## config.mk

```make
export PLATFORM = sky130hd
export DESIGN_NAME = costas_pd
export DESIGN_NICKNAME = d
export VERILOG_FILES = /design/src/rtl/costas_pd.sv
export SDC_FILE = /design/constraint.sdc
export NUM_CORES = 1
export LEC_CHECK = 0
export BUFFER_PORTS_ARGS = -buffer_cell sky130_fd_sc_hd__buf_4
export CAP_MARGIN = 20
export CORE_ASPECT_RATIO = 0.8
export CORE_UTILIZATION = 30
export CTS_CLUSTER_SIZE = 24
export DETAILED_ROUTE_END_ITERATION = 6
export PLACE_DENSITY_LB_ADDON = 0.2
export SYNTH_ARGS = -nofsm -noshare
export SYNTH_HDL_FRONTEND = slang
export SYNTH_SLANG_ARGS = --single-unit
```

## constraint.sdc

```tcl
create_clock -name clk -period 22.4 [get_ports clk]
set_clock_uncertainty 0.05 [all_clocks]
set_input_delay 2.24 -clock clk [delete_from_list [all_inputs] [get_ports clk]]
set_output_delay 2.24 -clock clk [all_outputs]
set_load 0.1 [all_outputs]
```

## src/rtl/costas_pd.sv

```systemverilog
// Costas loop phase detector: integrate-and-dump of baseband I/Q, phase-error
// word (I*Q or sign(I)*Q) with a one-cycle strobe, and a consecutive-pass lock detector.
module costas_pd #(
  parameter int unsigned DUMP_LOG2 = 4,
  parameter int unsigned PD_MODE   = 0,
  parameter int unsigned LOCK_N    = 8
) (
  input  logic               clk,
  input  logic               reset,
  input  logic               in_valid,
  input  logic signed [15:0] i_in,
  input  logic signed [15:0] q_in,
  output logic signed [15:0] i_avg,
  output logic signed [15:0] q_avg,
  output logic signed [15:0] err,
  output logic               err_valid,
  output logic               lock
);

  localparam int unsigned AW       = 16 + DUMP_LOG2;
  localparam logic [7:0]  LOCK_MAX = 8'(LOCK_N);

  logic signed [AW-1:0]    acc_i_q, acc_q_q;
  logic [DUMP_LOG2-1:0]    cnt_q;
  logic                    dump_q;
  logic signed [15:0]      i_avg_q, q_avg_q, err_q;
  logic                    err_valid_q, lock_q;
  logic [7:0]              lock_cnt_q;

  logic signed [AW-1:0]    sum_i, sum_q;
  logic                    last;
  logic signed [31:0]      prod;
  logic signed [15:0]      err_d;
  logic signed [17:0]      i_ext, q_ext;
  logic [17:0]             abs_i, abs_q;
  logic                    pass;
  logic [7:0]              lock_cnt_d;

  always_comb begin
    sum_i = acc_i_q + {{DUMP_LOG2{i_in[15]}}, i_in};
    sum_q = acc_q_q + {{DUMP_LOG2{q_in[15]}}, q_in};
    last  = (cnt_q == '1);

    prod  = i_avg_q * q_avg_q;
    err_d = '0;
    if (PD_MODE == 0) begin
      // Only (-32768)^2 reaches 2^30; every other product fits p[30:15].
      if (prod == 32'sh4000_0000) err_d = 16'sh7FFF;
      else                        err_d = prod[30:15];
    end else begin
      if (!i_avg_q[15])                err_d = q_avg_q;
      else if (q_avg_q == 16'sh8000)   err_d = 16'sh7FFF;
      else                             err_d = -q_avg_q;
    end

    i_ext = {{2{i_avg_q[15]}}, i_avg_q};
    q_ext = {{2{q_avg_q[15]}}, q_avg_q};
    abs_i = i_ext[17] ? 18'(-i_ext) : i_ext;
    abs_q = q_ext[17] ? 18'(-q_ext) : q_ext;
    pass  = abs_i > (abs_q << 1);

    lock_cnt_d = '0;
    if (pass) lock_cnt_d = (lock_cnt_q == LOCK_MAX) ? lock_cnt_q : lock_cnt_q + 8'd1;
  end

  always_ff @(posedge clk) begin
    if (!reset) begin
      acc_i_q     <= '0;
      acc_q_q     <= '0;
      cnt_q       <= '0;
      dump_q      <= 1'b0;
      i_avg_q     <= '0;
      q_avg_q     <= '0;
      err_q       <= '0;
      err_valid_q <= 1'b0;
      lock_q      <= 1'b0;
      lock_cnt_q  <= '0;
    end else begin
      dump_q <= 1'b0;
      if (in_valid) begin
        if (last) begin
          // Upper 16 bits of the block sum are the floor average.
          i_avg_q <= sum_i[AW-1:DUMP_LOG2];
          q_avg_q <= sum_q[AW-1:DUMP_LOG2];
          acc_i_q <= '0;
          acc_q_q <= '0;
          cnt_q   <= '0;
          dump_q  <= 1'b1;
        end else begin
          acc_i_q <= sum_i;
          acc_q_q <= sum_q;
          cnt_q   <= cnt_q + 1'b1;
        end
      end
      err_valid_q <= dump_q;
      if (dump_q) begin
        err_q      <= err_d;
        lock_cnt_q <= lock_cnt_d;
        lock_q     <= (lock_cnt_d == LOCK_MAX);
      end
    end
  end

  assign i_avg     = i_avg_q;
  assign q_avg     = q_avg_q;
  assign err       = err_q;
  assign err_valid = err_valid_q;
  assign lock      = lock_q;

endmodule

```

# After elaboration in Yosys (flattened, before gate mapping)
# Index checks and enable logic that the tools add are counted.
# W data, S select, Z words.
[totals] register_bits=103 latch_bits=0 ram_bits=0 rom_bits=0 output_inout_bits=50 wordCells=33 n_memories=0
[op_classes] add_sub_neg=6 n_mul=1 div_mod_pow=0 order_cmp=1 n_eq_ne=4 shift=0 muxes=9 bitwise=0 reduce_logical=2
[ops] cell="$add A20 B20 Y20" n=2
[ops] cell="$mux W20" n=2
[ops] cell="$eq A32 B32 Y1 const B" n=1
[ops] cell="$mul A16 B16 Y32" n=1
[ops] cell="$gt A18 B18 Y1" n=1
[ops] cell="$mux W18" n=1
[ops] cell="$neg A16 Y18" n=1
[ops] cell="$mux W17" n=1
[ops] cell="$neg A16 Y17" n=1
[ops] cell="$eq A8 B4 Y1 const B" n=2
[ops] cell="$mux W16" n=1
[ops] cell="$mux W8" n=2
[ops] cell="$add A8 B1 Y8 const B" n=1
[ops] cell="$add A4 B1 Y4 const B" n=1
[ops] cell="$eq A4 B4 Y1 const B" n=1
[ops] cell="$mux W4" n=1
[ops] cell="$reduce_and A2 Y1" n=2
[ops] cell="$mux W1" n=1

# Longest topological paths before layout
[depth] ltp_word=5 ltp_mapped=28

# Least setup slack after synthesis
# Ideal clock, no wire load.
[synth_timing] path_type="register to register" startpoint="reg i_avg_q[15], in the netlist i_avg[15]" endpoint="reg err_q[15], in the netlist err[15]" arrival_ns=7.770 slack_ns=14.465 stages_incl_launch_ff=24 path_buffers=2 period_less_slack_ns=7.935 cell_sequence="dfxtp_1 -> clkbuf_1 -> clkbuf_1 -> nand2_1 -> fa_1 -> inv_1 -> fa_1 -> inv_1 -> fa_1 -> inv_1 -> fa_1 -> inv_1 -> fa_1 -> fa_1 -> xnor2_1 -> xnor2_1 -> xnor2_1 -> xnor2_1 -> nor2_1 -> or4_1 -> or4_1 -> nor4_2 -> nand4_1 -> a31o_1"
[synth_via] elab_chain_len=3
[synth_lines] element="from (decl)" line_no="26" text="logic signed [15:0] i_avg_q, q_avg_q, err_q;"
[synth_lines] element="from (signal assigned)" line_no="83" text="i_avg_q <= sum_i[AW-1:DUMP_LOG2];"
[synth_lines] element="$mul A16 B16 Y32 *" line_no="44" text="prod = i_avg_q * q_avg_q;"
[synth_lines] element="$eq A32 B32 Y1" line_no="48" text="if (prod == 32'sh4000_0000) err_d = 16'sh7FFF;"
[synth_lines] element="$mux W16 *" line_no="48"
[synth_lines] element="to (signal assigned)" line_no="97" text="err_q <= err_d;"
[synth_lines] element="to (decl)" line_no="26"
# Every way passes the cells marked *; elsewhere a longest branch is shown, timed or not.
# A chain may end at the register's enable or synchronous reset.

# Worst setup path after layout
[layout_timing] startpoint="reg q_avg_q[15], in the netlist q_avg[15]" endpoint="reg err_q[7], in the netlist err[7]"
[layout_via] elab_chain_len=3
[layout_lines] element="from (decl)" line_no="26"
[layout_lines] element="from (signal assigned)" line_no="84" text="q_avg_q <= sum_q[AW-1:DUMP_LOG2];"
[layout_lines] element="$mul A16 B16 Y32 *" line_no="44"
[layout_lines] element="$eq A32 B32 Y1" line_no="48"
[layout_lines] element="$mux W16 *" line_no="48"
# Marked as above.

==> summary.md <==
| Metric | Value |
|---|---|
| Synth area leader | `fa_1` |
| Minimum clock period | `8400 ps` |
| Most frequent cells after synthesis | `fa_1, inv_1, nand2_1` |
| # hold bufs at CTS | `0` |
| Top Ports | `85` |
| CTS Buf Count | `9` |
| Area grow syn2layout | `9.77%` |
| #FFs+latches synth | `103` |
| Die Width | `267 um` |
| Max H-tree Level | `3` |
| RePlAce Congestion | `0.926` |
| Pin count of the biggest net entering global routing | `72` |
| Nets | `2423` |
| TNS Setup | `0 ps` |
| WHS Path Cells | `2` |
| Die H | `214 um` |
| CP Max Fanout | `18` |
| Ys Warns | `0` |
| Wire per inst | `18.1 um` |
| RR Startpoint | `q_avg[15]$_SDFFE_PN0P_` |
| Mapped Cells | `1967` |
| Main flop type after synthesis | `dfxtp_1` |
| CP endpoint kind | `flop` |
| Clock sinks | `103` |
| Residual DRC | `0` |
| Final hold vios | `0` |
| DP HPWL | `39400 um` |
| R2R Setup Slk | `14000 ps` |
| Cell with the most instances after synthesis | `fa_1` |
| M1 WL | `24800 um` |
| Clock transition at path regs | `90 ps` |
| Critical Path RT | `22660 ps` |
| Crit Path Category | `reg -> reg` |
| Final period util | `37.5%` |
| Min-delay src | `i_avg[2]$_SDFFE_PN0P_` |
| Max-cap viol count | `0` |
| Tot Pwr | `484 uW` |
| Initial antenna violation count | `1` |
| Top layer in use | `met4` |
| Worst path slowest cell | `clkinv_1` |
| DR WL met2 | `21400 um` |
| CTS tree | `yes` |
| R2R cell count | `19` |
| Hold_ws | `422 ps` |
| TritonRoute pass-1 iters | `5` |
| Synth cell types | `81` |
| HP Class | `reg -> reg` |
| DR iter-0 viols | `829` |
| # diodes | `0` |
| CP Buf/Inv Count | `1` |
| Type of origin of the critical path | `flop` |
| Routed Antenna Nets | `0` |
| R2r endpoint | `err[7]$_SDFFE_PN0P_` |
| Cell Chain, Critical Path | `clkinv_1 > nor2_1 > fa_1 > fa_1 > fa_1 > fa_1 > fa_1 > fa_1 > ha_1 > nand2_1 > o21ai_1 > o21ai_0 > nand2_1 > mux2i_1 > a211oi_1 > nand4_1 > nor4b_2 > nand4_2 > a31oi_1` |
| Status | `finished, final reports clean` |
| Global route total overflow | `0` |
| Initial core utilization | `30.4%` |
| Vias in the first global route | `14000` |
| Async SR Flop Fraction | `0%` |
| First-pass GRT wire length | `80500 um` |
| Maximum clock rate | `119 MHz` |
| Worst slew pin tran | `1110 ps` |
| Post-CTS setup buffers | `0` |
| Met3 wire len | `3040 um` |
| Vias | `13700` |
| Maximum vdd drop | `0.0359 mV` |
| Share of layout cells above drive strength 1 | `7.50%` |
| Fin. max-slew vios | `0` |
| Cell Area, Synth | `16800 um^2` |
| Post-CTS resize count | `0` |
| Share of the synthesized area in the top cell type | `31.4%` |
| PD cells | `26.2 nW/um^2` |
| RSZ-0062 raised after global routing | `false` |
| EDFF count, synth | `0` |
| Max incr delay on CP | `750 ps` |
| Core box area | `55300 um^2` |
| Die area | `57000 um^2` |
| CTS Root Cell | `clkbuf_16` |
| WL final | `49500 um` |
| Static Leakage | `9.03 nW` |
| Slew Limit Headroom | `25.9%` |
| CP top delay family | `adder cells` |
| Seq/Total Area, Yosys | `12.3%` |
| CP Data Arrival Time | `8660 ps` |
| # port buffers | `84` |
| Worst-Skew Late Latency | `380 ps` |
| Total track usage | `18.2%` |
| Vias per inst | `5.01` |
| Most used cell, CP | `fa_1` |
| CTS max path bufs | `2` |
| Syn_area_per_cell | `8.55 um^2` |
| Hold EP | `i_avg[2]$_SDFFE_PN0P_` |
| Synth area leaders | `fa_1, dfxtp_1, ha_1` |
| Final setup vio count | `0` |
| Rows | `77` |
==> power by group <==
| part | internal, mW | switching [mW] |
|---|---|---|
| registers | 0.193 | 0.00587 |
| logic | 0.0478 | 0.0658 |
| clock network | 0.0822 | 0.0902 |
==> worst max path at each step <==
| stage | start | endpoint | cells after the start |
|---|---|---|---|
| after floorplan | i_avg[15]$_SDFFE_PN0P_ | err[15]$_SDFFE_PN0P_ | 23 |
| after global placement | q_avg[15]$_SDFFE_PN0P_ | err[3]$_SDFFE_PN0P_ | 19 |
| after detailed placement | q_avg[15]$_SDFFE_PN0P_ | err[0]$_SDFFE_PN0P_ | 19 |
| after CTS | q_avg[15]$_SDFFE_PN0P_ | err[7]$_SDFFE_PN0P_ | 19 |
| after global routing | q_avg[15]$_SDFFE_PN0P_ | err[3]$_SDFFE_PN0P_ | 19 |
| final | q_avg[15]$_SDFFE_PN0P_ | err[7]$_SDFFE_PN0P_ | 19 |
==> sequential cells by signal, indices dropped and copies added, names as in the netlist <==
signal / count
lock_cnt_q: 8
cnt_q: 4
err: 16
lock: 1
dump_q: 1
acc_q_q: 20
err_valid: 1
i_avg: 16
q_avg: 16
acc_i_q: 20
==> routing by layer <==
layer	global-route usage (%)	vias up
met5	0	-
met4	2.30	0
met3	3.04	17
met2	27.9	333
met1	27.3	6912
li1	-	6445
==> cell families (layout without fill, tap and decap cells) <==
| family | Yosys count | count (layout) | share of synthesized area (%) |
|---|---|---|---|
| and+or+nand+nor | 659 | 659 | 19.5 |
| adders and majority gates | 406 | 406 | 42.0 |
| buffers and inverters | 368 | 387 | 8.30 |
| AOI/OAI and AO/OA | 338 | 338 | 13.1 |
| DFF | 103 | 103 | 12.3 |
| xor gates and xnor gates | 84 | 84 | 4.37 |
| muxes | 7 | 7 | 0.424 |
| other | 2 | 3 | 0.0446 |
==> worst min-delay path, stage by stage (launching register included) <==
cell and delay [ps]:
dfxtp_1 320, nand2_1 60, a21oi_1 50
==> layout by cell type (no fill, tap or decap), types with 6 or more instances in the layout <==
cell type | netlist | layout
a21o_1 | 24 | 24
o41ai_1 | 7 | 7
mux2i_1 | 6 | 6
a31oi_1 | 24 | 24
or3_1 | 12 | 12
nand4_1 | 16 | 16
nand2_1 | 211 | 211
nand3b_1 | 6 | 6
nand3_1 | 33 | 33
ha_1 | 142 | 142
or4_1 | 11 | 11
inv_1 | 260 | 259
clkbuf_16 | 0 | 9
xor2_1 | 38 | 38
xnor2_1 | 46 | 46
o31ai_1 | 9 | 9
and3_1 | 16 | 16
o21a_1 | 13 | 13
and2_1 | 139 | 139
nor2b_1 | 9 | 9
dfxtp_1 | 103 | 103
buf_4 | 0 | 108
a21oi_1 | 87 | 87
o21ai_1 | 7 | 7
nor4_1 | 10 | 10
o21ai_0 | 73 | 73
o211ai_1 | 10 | 10
o21bai_1 | 6 | 6
nand2b_1 | 14 | 14
fa_1 | 264 | 264
a22oi_1 | 25 | 25
nor2_1 | 133 | 133
nor3_1 | 18 | 18
a211oi_1 | 10 | 10
or2_2 | 7 | 7
==> through the flow <==
stage                     cells  setup slack, ps  utilization [%]  area (um^2)
after floorplan            1968            14460                -        16800
after global placement     2721            14260             32.9        18200
after detailed placement   2721            14110             32.9        18200
after CTS                  2737            14080             33.4        18500
after global routing       2737            13440             33.4        18500
final                      2737            14000             33.4        18500
==> cell type report <==
| type | count | area [um^2] |
|---|---|---|
| clock buffers | 10 | 239 |
| clock inverters | 6 | 61.3 |
| fillers | 5867 | 36800 |
| inverters | 263 | 987 |
| multi-input cells | 1497 | 13400 |
| flip-flops and latches | 103 | 2060 |
| well taps | 750 | 938 |
| repair buffers | 108 | 811 |
No activity file was read; power rests on OpenSTA's default activity.
